### src/rtl/fifo_write_arbiter_if.sv
// Bundle of requester-side and FIFO-side signals for fifo_write_arbiter.
// The arbiter connects through the slave modport. Upstream requesters and the FIFO model connect through the master modport.
interface fifo_write_arbiter_if #(
  parameter int N     = 4,
  parameter int WIDTH = 32
);
  logic [N-1:0]       i_req_stb;
  logic [N*WIDTH-1:0] i_req_data;
  logic [N-1:0]       i_req_last;
  logic [N-1:0]       o_req_rdy;
  logic               o_fifo_w_stb;
  logic [WIDTH-1:0]   o_fifo_w_data;
  logic               o_fifo_last_w;
  logic               i_fifo_not_full;
  logic [N-1:0]       o_grant;
  logic               o_busy;
  logic               o_timeout;

  modport slave (
    input  i_req_stb, i_req_data, i_req_last, i_fifo_not_full,
    output o_req_rdy, o_fifo_w_stb, o_fifo_w_data, o_fifo_last_w,
    output o_grant, o_busy, o_timeout
  );

  modport master (
    output i_req_stb, i_req_data, i_req_last, i_fifo_not_full,
    input  o_req_rdy, o_fifo_w_stb, o_fifo_w_data, o_fifo_last_w,
    input  o_grant, o_busy, o_timeout
  );
endinterface

### src/rtl/fifo_write_arbiter.sv
// Packet-granular round-robin arbiter that shares one FIFO write port among N requesters.
// Optional stall release is enabled by defining ARB_TIMEOUT_EN.
module fifo_write_arbiter #(
  parameter int N       = 4,
  parameter int WIDTH   = 32,
  parameter int TIMEOUT = 256
) (
  input logic                  clk,
  input logic                  rst_n,
  fifo_write_arbiter_if.slave  bus
);
  localparam int IDX_W = (N > 1) ? $clog2(N) : 1;

  if (N < 2 || TIMEOUT < 1) begin : g_bad_param
    $error("fifo_write_arbiter: N must be >= 2 and TIMEOUT >= 1");
  end

  typedef enum logic {IDLE = 1'b0, BUSY = 1'b1} state_t;

  state_t           state_q, state_d;
  logic [IDX_W-1:0] grant_idx_q, grant_idx_d;
  logic [IDX_W-1:0] rr_last_q, rr_last_d;
  logic [N-1:0]     grant_q, grant_d;
  logic [IDX_W-1:0] cand, pick_idx;
  logic             pick_vld;
  logic             stb_g, last_g, nf, xfer;

`ifdef ARB_TIMEOUT_EN
  localparam int CNT_W = $clog2(TIMEOUT + 1);
  logic [CNT_W-1:0] cnt_q, cnt_d;
  logic             timeout_q, timeout_d;
`endif

  // Circular search for the first requester after the previous winner.
  always_comb begin
    cand     = '0;
    pick_idx = '0;
    pick_vld = 1'b0;
    for (int k = 1; k <= N; k++) begin
      cand = IDX_W'((int'(rr_last_q) + k) % N);
      if (!pick_vld && bus.i_req_stb[cand]) begin
        pick_vld = 1'b1;
        pick_idx = cand;
      end
    end
  end

  assign nf     = bus.i_fifo_not_full;
  assign stb_g  = bus.i_req_stb[grant_idx_q];
  assign last_g = bus.i_req_last[grant_idx_q];

  always_comb begin
    state_d            = state_q;
    grant_idx_d        = grant_idx_q;
    rr_last_d          = rr_last_q;
    grant_d            = grant_q;
    xfer               = 1'b0;
    bus.o_req_rdy      = '0;
    bus.o_fifo_w_stb   = 1'b0;
    bus.o_fifo_w_data  = '0;
    bus.o_fifo_last_w  = 1'b0;
`ifdef ARB_TIMEOUT_EN
    cnt_d              = '0;
    timeout_d          = 1'b0;
`endif
    case (state_q)
      IDLE: begin
        if (pick_vld) begin
          grant_idx_d        = pick_idx;
          grant_d            = '0;
          grant_d[pick_idx]  = 1'b1;
          state_d            = BUSY;
        end
      end
      BUSY: begin
        xfer                          = stb_g & nf;
        bus.o_req_rdy[grant_idx_q]    = nf;
        bus.o_fifo_w_stb              = xfer;
        bus.o_fifo_w_data             = bus.i_req_data[int'(grant_idx_q)*WIDTH +: WIDTH];
        bus.o_fifo_last_w             = xfer & last_g;
`ifdef ARB_TIMEOUT_EN
        // Only starved-but-writable cycles count. A full FIFO freezes the count.
        if (xfer)              cnt_d = '0;
        else if (nf && !stb_g) cnt_d = cnt_q + 1'b1;
        else                   cnt_d = cnt_q;
`endif
        if (xfer && last_g) begin
          rr_last_d = grant_idx_q;
          grant_d   = '0;
          state_d   = IDLE;
        end
`ifdef ARB_TIMEOUT_EN
        else if (cnt_d == CNT_W'(TIMEOUT)) begin
          rr_last_d = grant_idx_q;
          grant_d   = '0;
          state_d   = IDLE;
          timeout_d = 1'b1;
          cnt_d     = '0;
        end
`endif
      end
      default: state_d = IDLE;
    endcase
  end

  always_ff @(posedge clk or negedge rst_n) begin
    if (!rst_n) begin
      state_q     <= IDLE;
      grant_idx_q <= '0;
      rr_last_q   <= IDX_W'(N - 1);
      grant_q     <= '0;
    end else begin
      state_q     <= state_d;
      grant_idx_q <= grant_idx_d;
      rr_last_q   <= rr_last_d;
      grant_q     <= grant_d;
    end
  end

`ifdef ARB_TIMEOUT_EN
  always_ff @(posedge clk or negedge rst_n) begin
    if (!rst_n) begin
      cnt_q     <= '0;
      timeout_q <= 1'b0;
    end else begin
      cnt_q     <= cnt_d;
      timeout_q <= timeout_d;
    end
  end
  assign bus.o_timeout = timeout_q;
`else
  assign bus.o_timeout = 1'b0;
`endif

  assign bus.o_grant = grant_q;
  assign bus.o_busy  = (state_q == BUSY);
endmodule
### src/flat_wrapper.sv
// flat-port wrapper written by rule: the top's interface ports become plain ports
module fifo_write_arbiter_flat 
#(
  parameter int N       = 4,
  parameter int WIDTH   = 32,
  parameter int TIMEOUT = 256
)
  (clk, rst_n, bus_i_req_stb, bus_i_req_data, bus_i_req_last, bus_i_fifo_not_full, bus_o_req_rdy, bus_o_fifo_w_stb, bus_o_fifo_w_data, bus_o_fifo_last_w, bus_o_grant, bus_o_busy, bus_o_timeout);
  fifo_write_arbiter_if #(.N(N), .WIDTH(WIDTH)) bus_i ();
  input logic clk;
  input logic rst_n;
  input wire logic [$bits(bus_i.i_req_stb)-1:0] bus_i_req_stb;
  input wire logic [$bits(bus_i.i_req_data)-1:0] bus_i_req_data;
  input wire logic [$bits(bus_i.i_req_last)-1:0] bus_i_req_last;
  input wire logic [$bits(bus_i.i_fifo_not_full)-1:0] bus_i_fifo_not_full;
  output wire logic [$bits(bus_i.o_req_rdy)-1:0] bus_o_req_rdy;
  output wire logic [$bits(bus_i.o_fifo_w_stb)-1:0] bus_o_fifo_w_stb;
  output wire logic [$bits(bus_i.o_fifo_w_data)-1:0] bus_o_fifo_w_data;
  output wire logic [$bits(bus_i.o_fifo_last_w)-1:0] bus_o_fifo_last_w;
  output wire logic [$bits(bus_i.o_grant)-1:0] bus_o_grant;
  output wire logic [$bits(bus_i.o_busy)-1:0] bus_o_busy;
  output wire logic [$bits(bus_i.o_timeout)-1:0] bus_o_timeout;
  assign bus_i.i_req_stb = bus_i_req_stb;
  assign bus_i.i_req_data = bus_i_req_data;
  assign bus_i.i_req_last = bus_i_req_last;
  assign bus_i.i_fifo_not_full = bus_i_fifo_not_full;
  assign bus_o_req_rdy = bus_i.o_req_rdy;
  assign bus_o_fifo_w_stb = bus_i.o_fifo_w_stb;
  assign bus_o_fifo_w_data = bus_i.o_fifo_w_data;
  assign bus_o_fifo_last_w = bus_i.o_fifo_last_w;
  assign bus_o_grant = bus_i.o_grant;
  assign bus_o_busy = bus_i.o_busy;
  assign bus_o_timeout = bus_i.o_timeout;
  fifo_write_arbiter #(.N(N), .WIDTH(WIDTH), .TIMEOUT(TIMEOUT)) u_core (.clk(clk), .rst_n(rst_n), .bus(bus_i));
endmodule
### config.mk
export PLATFORM = sky130hd
export DESIGN_NAME = fifo_write_arbiter_flat
export DESIGN_NICKNAME = d
export VERILOG_FILES = /design/src/rtl/fifo_write_arbiter_if.sv /design/src/rtl/fifo_write_arbiter.sv /design/src/flat_wrapper.sv
export SDC_FILE = /design/constraint.sdc
export NUM_CORES = 1
export LEC_CHECK = 0
export BUFFER_PORTS_ARGS = -buffer_cell sky130_fd_sc_hd__buf_2
export CAP_MARGIN = 15
export CORE_MARGIN = 5
export CORE_UTILIZATION = 34
export CTS_CLUSTER_DIAMETER = 30
export DETAILED_ROUTE_END_ITERATION = 10
export PLACE_DENSITY = 0.9
export SLEW_MARGIN = 0
export SYNTH_ARGS = -nofsm -noshare
export SYNTH_HDL_FRONTEND = slang
export SYNTH_SLANG_ARGS = --single-unit
### constraint.sdc
create_clock -name clk -period 2.1 [get_ports clk]
set_input_delay 0.21 -clock clk [delete_from_list [all_inputs] [get_ports clk]]
set_output_delay 0.21 -clock clk [all_outputs]
set_load 0.02 [all_outputs]
# Yosys cells after proc, flatten, opt, wreduce, memory -nomap -nowiden
# Index checks and enable logic that the tools add are counted.
[op_classes] magnitude_cmp=8 reduce_logical=12 n_eq_ne=2 addsub=4 bitwise_logic=4 n_shift=1 n_mux=34
[ops] op="$shiftx 128x8->32" n=1
[ops] op="$mux 32" n=1
[ops] op="$lt 2x3->1 const B" n=6
[ops] op="$mux 1" n=16
[ops] op="$bmux 1 s2" n=6
[ops] op="$mux 4" n=3
[ops] op="$mux 2" n=4
[ops] op="$pmux 4 s2" n=1
[ops] op="$logic_and 1x1->1" n=6
[ops] op="$reduce_and 2->1" n=3
[ops] op="$add 2x1->2 const B" n=2
[ops] op="$add 2x2->2 const B" n=2
[ops] op="$and 4x4->4" n=1
[ops] op="$demux 1 s2" n=2
[ops] op="$ge 2x1->1 const B" n=2
[ops] op="$logic_not 1->1" n=3
[ops] op="$and 1x1->1" n=2
[ops] op="$ne 2x1->1 const B" n=1
[ops] op="$ne 2x2->1 const B" n=1
[ops] op="$pmux 1 s2" n=1
[ops] op="$not 1->1" n=1
[totals] in_bits=139 wordCells=69 regBits=9

# Depth between registers and ports, before layout
# Gate-level depths: netlist of the first run.
[logic_depth] depth_word=19 depth_mapped=6

# Least setup slack after synthesis of the first run
# No wires, ideal clock.
[synth_timing] path_type="register -> output" start="reg u_core.grant_idx_q[1]" end="out bus_o_fifo_w_data[10]" arrival_time_ps=1393 stages_incl_launch_ff=5 path_slack_ps=497 cell_sequence="dfrtp_1 clkbuf_1 clkbuf_1 mux4_2 and2_1"
[synth_via] elab_chain_len=2
[synth_lines] item="start: declaration" line_no="fifo_write_arbiter.sv:21" rtl="logic [IDX_W-1:0] grant_idx_q, grant_idx_d;"
[synth_lines] item="start signal: assignment" line_no="fifo_write_arbiter.sv:114" rtl="grant_idx_q <= grant_idx_d;"
[synth_lines] item="$shiftx 128x8->32" line_no="fifo_write_arbiter.sv:79" rtl="bus.o_fifo_w_data = bus.i_req_data[int'(grant_idx_q)*WIDTH +: WIDTH];"
[synth_lines] item="$mux 32" line_no="fifo_write_arbiter.sv:66" rtl="case (state_q)"
[synth_lines] item="end: declaration" line_no="flat_wrapper.sv:18" rtl="output wire logic [$bits(bus_i.o_fifo_w_data)-1:0] bus_o_fifo_w_data;"
# No other way between the ends.

# Final worst setup path of the first run
[layout_timing] start="reg u_core.grant_idx_q[0]" end="out bus_o_fifo_w_data[6]"
# The elaborated chain is that of the path after synthesis.

==> results of run 1 <==
flip-flops by register name, indices dropped and copies added (netlist names):
signal,count
u_core.rr_last_q,2
u_core.grant_idx_q,2
u_core.bus.o_grant,4
u_core.bus.o_busy,1
logic make-up (layout without fill, tap and decap cells):
family                 after synthesis  count (layout)
other                                1               1
buffers and inverters               19             196
AOI/OAI and AO/OA                   22              22
and+or+nand+nor                     58              58
muxes                               35              35
DFF                                  9               9
cell type report:
cell class / count / area [um^2] / area share (%)
Clock buffer: 4 / 45.0 / 1.72
Multi-Input combinational cell: 116 / 1270 / 48.8
Inverter: 3 / 11.3 / 0.431
Timing Repair Buffer: 189 / 985 / 37.7
Tap cell: 54 / 67.6 / 2.59
Sequential cell: 9 / 229 / 8.77
layer usage:
layer  GRT usage, %  vias up  wire length [um]
met5              0        -                 0
met2           41.5      105              3810
met1           25.2      962              2620
met4           4.37        0                82
li1               -      917                 -
met3           5.85       10               659
layout by cell type (no fill, tap or decap), types with 4 or more instances in the layout:
master and instances:
nor2_1 5, a32o_1 5, and2_1 34, mux4_2 32
nand2_1 6, buf_2 181, buf_4 5, dfrtp_1 6
o21ai_0 4, a21oi_1 4
worst max-delay path, delay by kind of cell, from the launching register on:
kind | cells | cell delay, ns
and+or+nand+nor | 1 | 0.18
buffers and inverters | 2 | 0.39
DFF | 1 | 0.38
muxes | 1 | 0.53
power breakdown:
| part | total [mW] | internal, mW | switching (mW) | leakage [nW] |
|---|---|---|---|---|
| Combinational | 2.91 | 1.36 | 1.55 | 1.20 |
| Clock | 0.208 | 0.133 | 0.0749 | 0.0228 |
| Sequential | 0.314 | 0.254 | 0.0600 | 0.107 |
| Total | 3.43 | 1.74 | 1.68 | 1.33 |
what timing repair did:
item,CTS,global route
hold buffers,1,0
endpoints found under the setup margin,0,2
hold endpoints to repair,7,0
gates resized for setup,0,1
worst paths after layout:
check | slack (ns) | depth (start not counted) | to
min in group clk | 0.39 | 3 | u_core.bus.o_busy$_DFF_PN0_
worst min register to register | 0.53 | 1 | u_core.bus.o_grant[2]$_DFFE_PN0P_
max in group asynchronous | 1.50 | 2 | u_core.rr_last_q[0]$_DFFE_PN1P_
worst min-delay path | 0.35 | 2 | u_core.bus.o_grant[1]$_DFFE_PN0P_
worst max register to register | 0.56 | 5 | u_core.bus.o_grant[0]$_DFFE_PN0P_
worst max-delay path | 0.17 | 4 | bus_o_fifo_w_data[6]
==> summary.md, run 1 <==
| Metric | Value |
|---|---|
| Ys async rst share | 100% |
| Clk_lat worst skew | 0.24 ns |
| Clock-pin slew on the worst setup and hold paths | 0.05 ns |
| Pwr/cell area | 1310 nW/um^2 |
| Synthesized instance count | 144 |
| Fmax | 0.519 GHz |
| Sequential fraction of the synthesis area | 14.2% |
| GP Congestion | 0.795 |
| CP endpoint kind | primary output |
| Iteration count of the initial detailed-routing pass | 4 |
| Worst VDD drop | 0.646 mV |
| # H-tree levels | 1 |
| Synth Area in XOR/XNOR | 0% |
| Tot Pwr | 3.43 mW |
| Final nets | 461 |
| Initial antenna violation count | 0 |
| Adder-cell share of the synthesized area | 0% |
| CP Launch Point | u_core.grant_idx_q[0]$_DFFE_PN0P_ |
| Initial Util | 34.5% |
| Root Buffer | clkbuf_8 |
| Clock Tree Buf Depth | 2 |
| Setup violators final | 0 |
| Synth Register Bits | 9 |
| GRT Util Overall | 22.2% |
| Post-synth top cells | and2_1, mux4_2, clkbuf_1, dfrtp_1, nand2_1 |
| FP Rows | 25 |
| Antenna cell count | 0 |
| Routed WL | 7.18 mm |
| Die area | 6170 um^2 |
| CTS sink cnt | 9 |
| Crit path max-delay cell type | mux4_2 |
| Worst reg2reg path startpoint | u_core.grant_idx_q[0]$_DFFE_PN0P_ |
| Synth top area cells | mux4_2, and2_1, dfrtp_1 |
| Number of global-route vias before repair | 2156 |
| Count leader, synth | and2_1 |
| CTS buffer count | 3 |
| Post-DP HPWL | 6.11 mm |
| DRC | 0 |
| Detailed Route Iter0 Violations | 69 |
| TritonCTS clock tree | built |
| Final hold vios | 0 |
| Pin count of the biggest net entering global routing | 25 |
| DP Worst Slack | 0.337 ns |
| First-pass GRT wire length | 10.8 mm |
| Hold Slack | 0.355 ns |
| I/O pins | 183 |
| RSZ-0062 raised after global routing | no |
| Crit path kind | reg2out |
| Worst setup SP type | flop |
| Fin cells | 375 |
| Crit path cell chain | buf_6, mux4_2, and2_1, buf_2 |
| Area growth syn-to-layout | 63.3% |
| Non-Filler Cell Area, Final | 2610 um^2 |
| Hold Crit Class | in2async |
| Status | complete, no violations |
| Util after Layout | 56.4% |
| Remaining global-route overflow | 0 |
| Main combinational cell family by area after synthesis | multiplexers |
| Worst Path Arrival | 1.72 ns |
| Drt wl/cell | 19.1 um |
| Core area | 4630 um^2 |
| Crit Path Max Fanout | 17 |
| Period minus WS final | 1.93 ns |
| Vias per cell | 5.32 |
| Die H | 78.6 um |
| Proportion of layout cells with a drive suffix above 1 | 72.0% |
| # Post-CTS Setup Buffers | 0 |
| Horiz. Die Dim | 78.6 um |
| Syn nets | 283 |
| Req. time, crit path | 1.89 ns |
| Setup TNS | 0 ns |
| Post-synthesis mux area share | 48.0% |
| Area leader, netlist | mux4_2 |
| Netlist Area Pre-Place | 1600 um^2 |
| Synth Area in Compound Gates | 9.94% |
| Yosys cell types | 34 |
| Final slew viol count | 0 |
| Placed Instances | 370 |
| Leak | 1.33 nW |
| Final period util | 91.8% |
| Ys Warns | 0 |
| EDFF count, synth | 0 |
| Max cap viols | 0 |
| Count of buffers from port buffering | 181 |
| Top_reg_cell synth | dfrtp_1 |
| Vias | 1994 |
| Fin Clk Skew | 0.00243 ns |
| Mapped Avg Cell Area | 11.1 um^2 |
| Synth top area share | 45.1% |
| DP Area | 2550 um^2 |
| CP max stage delay | 0.53 ns |
| Fillers | 421 |
| Final Worst Setup Slack | 0.172 ns |
| Post-route ant nets | 0 |
| Post-synthesis simple-gate area fraction | 21.4% |
(Power assumes the default switching activity.)
==> inputs of run 2 (changes only) <==
--- a/config.mk
+++ b/config.mk
@@ -11,6 +11,7 @@
 export CORE_UTILIZATION = 34
 export CTS_CLUSTER_DIAMETER = 30
 export DETAILED_ROUTE_END_ITERATION = 10
+export GPL_TIMING_DRIVEN = 0
 export PLACE_DENSITY = 0.9
 export SLEW_MARGIN = 0
 export SYNTH_ARGS = -nofsm -noshare
==> run 2 against run 1 <==
  * Total power is 0.51% higher
  * Clock-buffer cell count stayed put
  * Register-to-register slack got worse by 0.23 ns
  * Critical path depth up 1
  * Worst setup slack lost 0.064 ns
  * Clock power is essentially flat
  * First-iteration DRC count down 48%
  * Flip-flop and latch count unchanged
  * Utilization increased by 0.73 points
  * Cell area grew 1.3%
  * Die area unchanged
  * Largest power group unchanged
==> summary.md, run 2 (same netlist as run 1, synthesis figures left out) <==
| Metric | Value |
|---|---|
| Most frequent cells in the layout | buf_2, and2_1, mux4_2 (was buf_2, and2_1, mux4_2, nand2_1, dfrtp_1) |
| DP Area | 2570 um^2 (was 2550 um^2) |
| Worst Setup EP | bus_o_fifo_w_data[22] (was bus_o_fifo_w_data[6]) |
| Core area | 4630 um^2 (unchanged) |
| Reg2Reg Setup Slack | 0.33 ns (was 0.56 ns) |
| DRC | 0 (unchanged) |
| RSZ-0062 raised after global routing | no (unchanged) |
| Status | complete, no violations (unchanged) |
| Sum of buffers and inverters on the critical path | 3 (was 2) |
| First-pass GRT wire length | 10.3 mm (was 10.8 mm) |
| GRT Util Overall | 21.2% (was 22.2%) |
| FP Rows | 25 (unchanged) |
| Horiz. Die Dim | 78.6 um (unchanged) |
| Tot Pwr | 3.44 mW (was 3.43 mW) |
| CP delay by family, top | buffers and inverters (was multiplexers) |
| Antenna cell count | 0 (unchanged) |
| Fin Clk Skew | 0.00455 ns (was 0.00243 ns) |
| Detailed Route Iter0 Violations | 36 (was 69) |
| Pin count of the biggest net entering global routing | 11 (was 25) |
| Initial antenna violation count | 1 (was 0) |
| DP Worst Slack | 0.133 ns (was 0.337 ns) |
| Leak | 1.36 nW (was 1.33 nW) |
| Post-route ant nets | 0 (unchanged) |
| Clock Tree Buf Depth | 2 (unchanged) |
| Post-DP HPWL | 6.07 mm (was 6.11 mm) |
| Util after Layout | 57.1% (was 56.4%) |
| I/O pins | 183 (unchanged) |
| Max cap viols | 0 (unchanged) |
| Clk_lat worst skew | 0.24 ns (about the same) |
| Crit path kind | reg2out (unchanged) |
| Area growth syn-to-layout | 65.4% (was 63.3%) |
| Worst setup SP type | flop (unchanged) |
| Routed WL | 6.99 mm (was 7.18 mm) |
| Setup violators final | 0 (unchanged) |
| TritonCTS clock tree | built (unchanged) |
| Reg-to-Reg End | u_core.bus.o_grant[1]$_DFFE_PN0P_ (was u_core.bus.o_grant[0]$_DFFE_PN0P_) |
| Remaining global-route overflow | 0 (unchanged) |
| CP max stage delay | 0.36 ns (was 0.53 ns) |
| CTS buffer count | 3 (unchanged) |
| Vias | 1983 (was 1994) |
| Worst relative slew slack | 59.6% |
| CP endpoint kind | primary output (unchanged) |
| Crit path cell chain | clkbuf_1, clkbuf_2, mux4_2, and2_1, buf_2 (was buf_6, mux4_2, and2_1, buf_2) |
| Final period util | 94.9% (was 91.8%) |
| Final hold vios | 0 (unchanged) |
| Final Worst Setup Slack | 0.108 ns (was 0.172 ns) |
| Die H | 78.6 um (unchanged) |
| Clock-pin slew on the worst setup and hold paths | 0.05 ns (about the same) |
| GP Congestion | 0.800 (was 0.795) |
| Fmax | 0.502 GHz (was 0.519 GHz) |
| Period minus WS final | 1.99 ns (was 1.93 ns) |
| Worst slew pin tran | 0.603 ns |
| # H-tree levels | 1 (unchanged) |
| Proportion of layout cells with a drive suffix above 1 | 71.2% (was 72.0%) |
| Vias per cell | 5.16 (was 5.32) |
| CP Depth | 5 (was 4) |
| Number of global-route vias before repair | 2145 (was 2156) |
| Root Buffer | clkbuf_8 (unchanged) |
| Non-Filler Cell Area, Final | 2650 um^2 (was 2610 um^2) |
| Initial Util | 34.5% (unchanged) |
| Final slew viol count | 0 (unchanged) |
| Die area | 6170 um^2 (unchanged) |
| Worst reg2reg path startpoint | u_core.grant_idx_q[0]$_DFFE_PN0P_ (unchanged) |
| CTS sink cnt | 9 (unchanged) |
| Worst Path Arrival | 1.78 ns (was 1.72 ns) |
| Iteration count of the initial detailed-routing pass | 6 (was 4) |
| Worst VDD drop | 0.652 mV (was 0.646 mV) |
| Hold Crit Class | in2async (unchanged) |
| Setup TNS | 0 ns (unchanged) |
| Drt wl/cell | 18.2 um (was 19.1 um) |
| CP Launch Point | u_core.grant_idx_q[1]$_DFFE_PN0P_ (was u_core.grant_idx_q[0]$_DFFE_PN0P_) |
| Crit Path Max Fanout | 10 (was 17) |
| FF-to-FF path depth | 6 (was 5) |
| Crit path max-delay cell type | mux4_2 (unchanged) |
| Max reg flops | 4 (unchanged) |
| Final nets | 470 (was 461) |
| Pwr/cell area | 1300 nW/um^2 (was 1310 nW/um^2) |
| Count of buffers from port buffering | 180 (was 181) |
| Req. time, crit path | 1.89 ns (about the same) |
| Commonest non-fill, non-tap cell in the layout | buf_2 (unchanged) |
==> run 2: per-stage QoR <==
step	hold slack, ns	instances
3_3_place_gp	0.0623	378
6_report	0.347	384
5_1_grt	0.355	384
3_5_place_dp	0.0673	378
4_1_cts	0.347	383
2_1_floorplan	-0.0856	144
==> run 2: repair_timing <==
| action | in CTS | in global routing |
|---|---|---|
| gates resized for setup | 6 | 4 |
| hold buffers | 1 | 0 |
| setup buffers | 0 | 1 |
| endpoints found under the setup margin | 33 | 6 |
| pin swaps | 0 | 1 |
| endpoints found under the hold margin | 7 | 0 |
==> run 2: area by class of cell <==
type,count,area [um^2]
fill,416,1980
inverter,3,11.3
sequential,9,229
tap,54,67.6
multi-input combinational,116,1270
clock buffer,4,45.0
buffer,16,100
timing repair buffer,182,918
==> run 2: routing by layer <==
layer	global-route usage, %	vias up	routed length [um]
li1	-	934	-
met1	22.9	945	2470
met2	39.7	90	3730
met3	6.31	12	667
met4	5.94	2	114
met5	0	-	13
==> run 2: how the worst min path moves through the flow <==
stage | from | end | slack [ns] | cells after the start
after floorplan | rst_n | u_core.bus.o_busy$_DFF_PN0_ | -0.09 | 0
after global placement | rst_n | u_core.bus.o_grant[0]$_DFFE_PN0P_ | 0.06 | 1
after detailed placement | rst_n | u_core.bus.o_grant[3]$_DFFE_PN0P_ | 0.07 | 1
after CTS | rst_n | u_core.bus.o_grant[1]$_DFFE_PN0P_ | 0.35 | 2
after global routing | rst_n | u_core.bus.o_grant[1]$_DFFE_PN0P_ | 0.35 | 2
final | rst_n | u_core.bus.o_grant[2]$_DFFE_PN0P_ | 0.35 | 2
==> run 2: report_power, final <==
part	total [mW]	internal, mW	switching (mW)
Combinational	2.93	1.36	1.56
Sequential	0.314	0.253	0.0611
Clock	0.205	0.133	0.0726
Total	3.44	1.75	1.70
==> inputs of run 3 (changes only) <==
==> constraint.sdc (replaced) <==
create_clock -name clk -period 2.1 [get_ports clk]
set_input_delay 0.105 -clock clk [delete_from_list [all_inputs] [get_ports clk]]
set_output_delay 0.105 -clock clk [all_outputs]
set_load 0.02 [all_outputs]
==> run 3 against run 2 <==
  * Maximum frequency up 1.1%
  * Critical path depth down 1
  * Non-clock buffer count down 1
  * Via count up 0.66%
  * Clock skew up 0.00087 ns
==> summary.md, run 3 (same netlist as run 1, synthesis figures left out) <==
| Metric | Value |
|---|---|
| # H-tree levels | 1 (unchanged) |
| Leak | 1.35 nW (was 1.36 nW) |
| Iteration count of the initial detailed-routing pass | 4 (was 6) |
| Count of buffers from port buffering | 180 (unchanged) |
| Util after Layout | 56.8% (was 57.1%) |
| GP Congestion | 0.800 (unchanged) |
| Die H | 78.6 um (unchanged) |
| Worst relative slew slack | 62.2% (was 59.6%) |
| Routed WL | 6.99 mm (about the same) |
| Status | complete, no violations (unchanged) |
| Fin Clk Skew | 0.00542 ns (was 0.00455 ns) |
| Die area | 6170 um^2 (unchanged) |
| CP Depth | 4 (was 5) |
| Clk_lat worst skew | 0.24 ns (about the same) |
| Clock-pin slew on the worst setup and hold paths | 0.05 ns (about the same) |
| Final nets | 469 (was 470) |
| Crit path kind | reg2out (unchanged) |
| Crit path cell chain | buf_2, mux4_2, and2_1, buf_2 (was clkbuf_1, clkbuf_2, mux4_2, and2_1, buf_2) |
| Req. time, crit path | 2.00 ns (was 1.89 ns) |
| Horiz. Die Dim | 78.6 um (unchanged) |
| Fmax | 0.507 GHz (was 0.502 GHz) |
| Worst slew pin tran | 0.564 ns (was 0.603 ns) |
| Pwr/cell area | 1300 nW/um^2 (about the same) |
| GRT Util Overall | 21.3% (was 21.2%) |
| Hold Slack | 0.241 ns (was 0.347 ns) |
| FP Rows | 25 (unchanged) |
| Core area | 4630 um^2 (unchanged) |
| CTS buffer count | 3 (unchanged) |
| Crit path max-delay cell type | mux4_2 (unchanged) |
| CTS sink cnt | 9 (unchanged) |
| Initial Util | 34.5% (unchanged) |
| Area growth syn-to-layout | 64.3% (was 65.4%) |
| Antenna cell count | 0 (unchanged) |
| Most frequent cells in the layout | buf_2, and2_1, mux4_2, dfrtp_1 (was buf_2, and2_1, mux4_2) |
| CP endpoint kind | primary output (unchanged) |
| Crit Path Max Fanout | 10 (unchanged) |
| FF-to-FF path depth | 5 (was 6) |
| Period minus WS final | 1.97 ns (was 1.99 ns) |
| Final period util | 93.9% (was 94.9%) |
| Vias per cell | 5.21 (was 5.16) |
| Detailed Route Iter0 Violations | 34 (was 36) |
| DRC | 0 (unchanged) |
| Final slew viol count | 0 (unchanged) |
| Commonest non-fill, non-tap cell in the layout | buf_2 (unchanged) |
| Max cap viols | 0 (unchanged) |
| CP max stage delay | 0.56 ns (was 0.36 ns) |
| Setup violators final | 0 (unchanged) |
| Sum of buffers and inverters on the critical path | 2 (was 3) |
| Worst Path Arrival | 1.87 ns (was 1.78 ns) |
| Clock Tree Buf Depth | 2 (unchanged) |
| Hold Crit Class | in2async (unchanged) |
| TritonCTS clock tree | built (unchanged) |
| Vias | 1996 (was 1983) |
| CP delay by family, top | multiplexers (was buffers and inverters) |
| CP most frequent cell | buf_2 |
| Remaining global-route overflow | 0 (unchanged) |
| RSZ-0062 raised after global routing | yes (was no) |
| Worst setup SP type | flop (unchanged) |
| Final hold vios | 0 (unchanged) |
| Drt wl/cell | 18.2 um (about the same) |
| Max reg flops | 4 (unchanged) |
| Post-DP HPWL | 6.07 mm (unchanged) |
| Root Buffer | clkbuf_8 (unchanged) |
| First-pass GRT wire length | 10.3 mm (unchanged) |
| I/O pins | 183 (unchanged) |
| Proportion of layout cells with a drive suffix above 1 | 70.8% (was 71.2%) |
| Initial antenna violation count | 1 (unchanged) |
| Post-route ant nets | 0 (unchanged) |
| Worst VDD drop | 0.650 mV (was 0.652 mV) |
| # Post-CTS Setup Buffers | 0 (unchanged) |
| Pin count of the biggest net entering global routing | 11 (unchanged) |
| Number of global-route vias before repair | 2140 (was 2145) |
[run 3: cell types whose count changed in the layout (fill, tap and decap cells not counted), sizes merged]
cell    before  now
buf        189  187
clkbuf      12   13
[run 3: what timing repair did]
item	4_1_cts	5_1_grt
hold endpoints to repair	9	0
resized for setup	3	2
hold buffers	1	0
endpoints found under the setup margin	5	7
gates cloned	0	0
[run 3: layer usage]
metal	GRT usage, %	share of wire (%)
met3	6.31	10
met1	22.7	34
met5	0	0.26
met2	40.0	53
met4	5.94	1.7
[run 3: worst paths after layout]
check | endpoint | slack, ns | startpoint
worst max-delay path | bus_o_fifo_w_data[22] | 0.13 | u_core.grant_idx_q[0]$_DFFE_PN0P_
worst min-delay path | u_core.bus.o_grant[2]$_DFFE_PN0P_ | 0.24 | rst_n
worst max register to register | u_core.bus.o_grant[3]$_DFFE_PN0P_ | 0.41 | u_core.rr_last_q[1]$_DFFE_PN1P_
worst min register to register | u_core.bus.o_grant[1]$_DFFE_PN0P_ | 0.53 | u_core.bus.o_grant[1]$_DFFE_PN0P_
max in group asynchronous | u_core.rr_last_q[1]$_DFFE_PN1P_ | 1.61 | rst_n
min in group clk | u_core.bus.o_busy$_DFF_PN0_ | 0.25 | bus_i_req_stb[3]
[run 3: report_power, final]
group | switching [mW] | internal [mW]
clock network | 0.0730 | 0.133
registers | 0.0584 | 0.251
logic | 1.56 | 1.33
total | 1.69 | 1.72
[run 3: per-stage QoR]
step	TNS, ns	area, um^2	instances	total power [mW]	setup WS (ns)
6_report	0	2630	383	3.41	0.129
4_1_cts	0	2630	383	3.45	0.0349
3_3_place_gp	0	2570	378	3.17	0.269
5_1_grt	-0.0551	2630	383	3.68	-0.0180
3_5_place_dp	0	2570	378	3.23	0.238
2_1_floorplan	0	1600	144	2.35	0.602
[run 3: cell type report]
type	instances	area, um^2
fill	420	2000
multi-input combinational	116	1270
timing repair buffer	181	911
sequential	9	228
buffer	16	91.3
tap	54	67.6
clock buffer	4	45.0
inverter	3	11.3
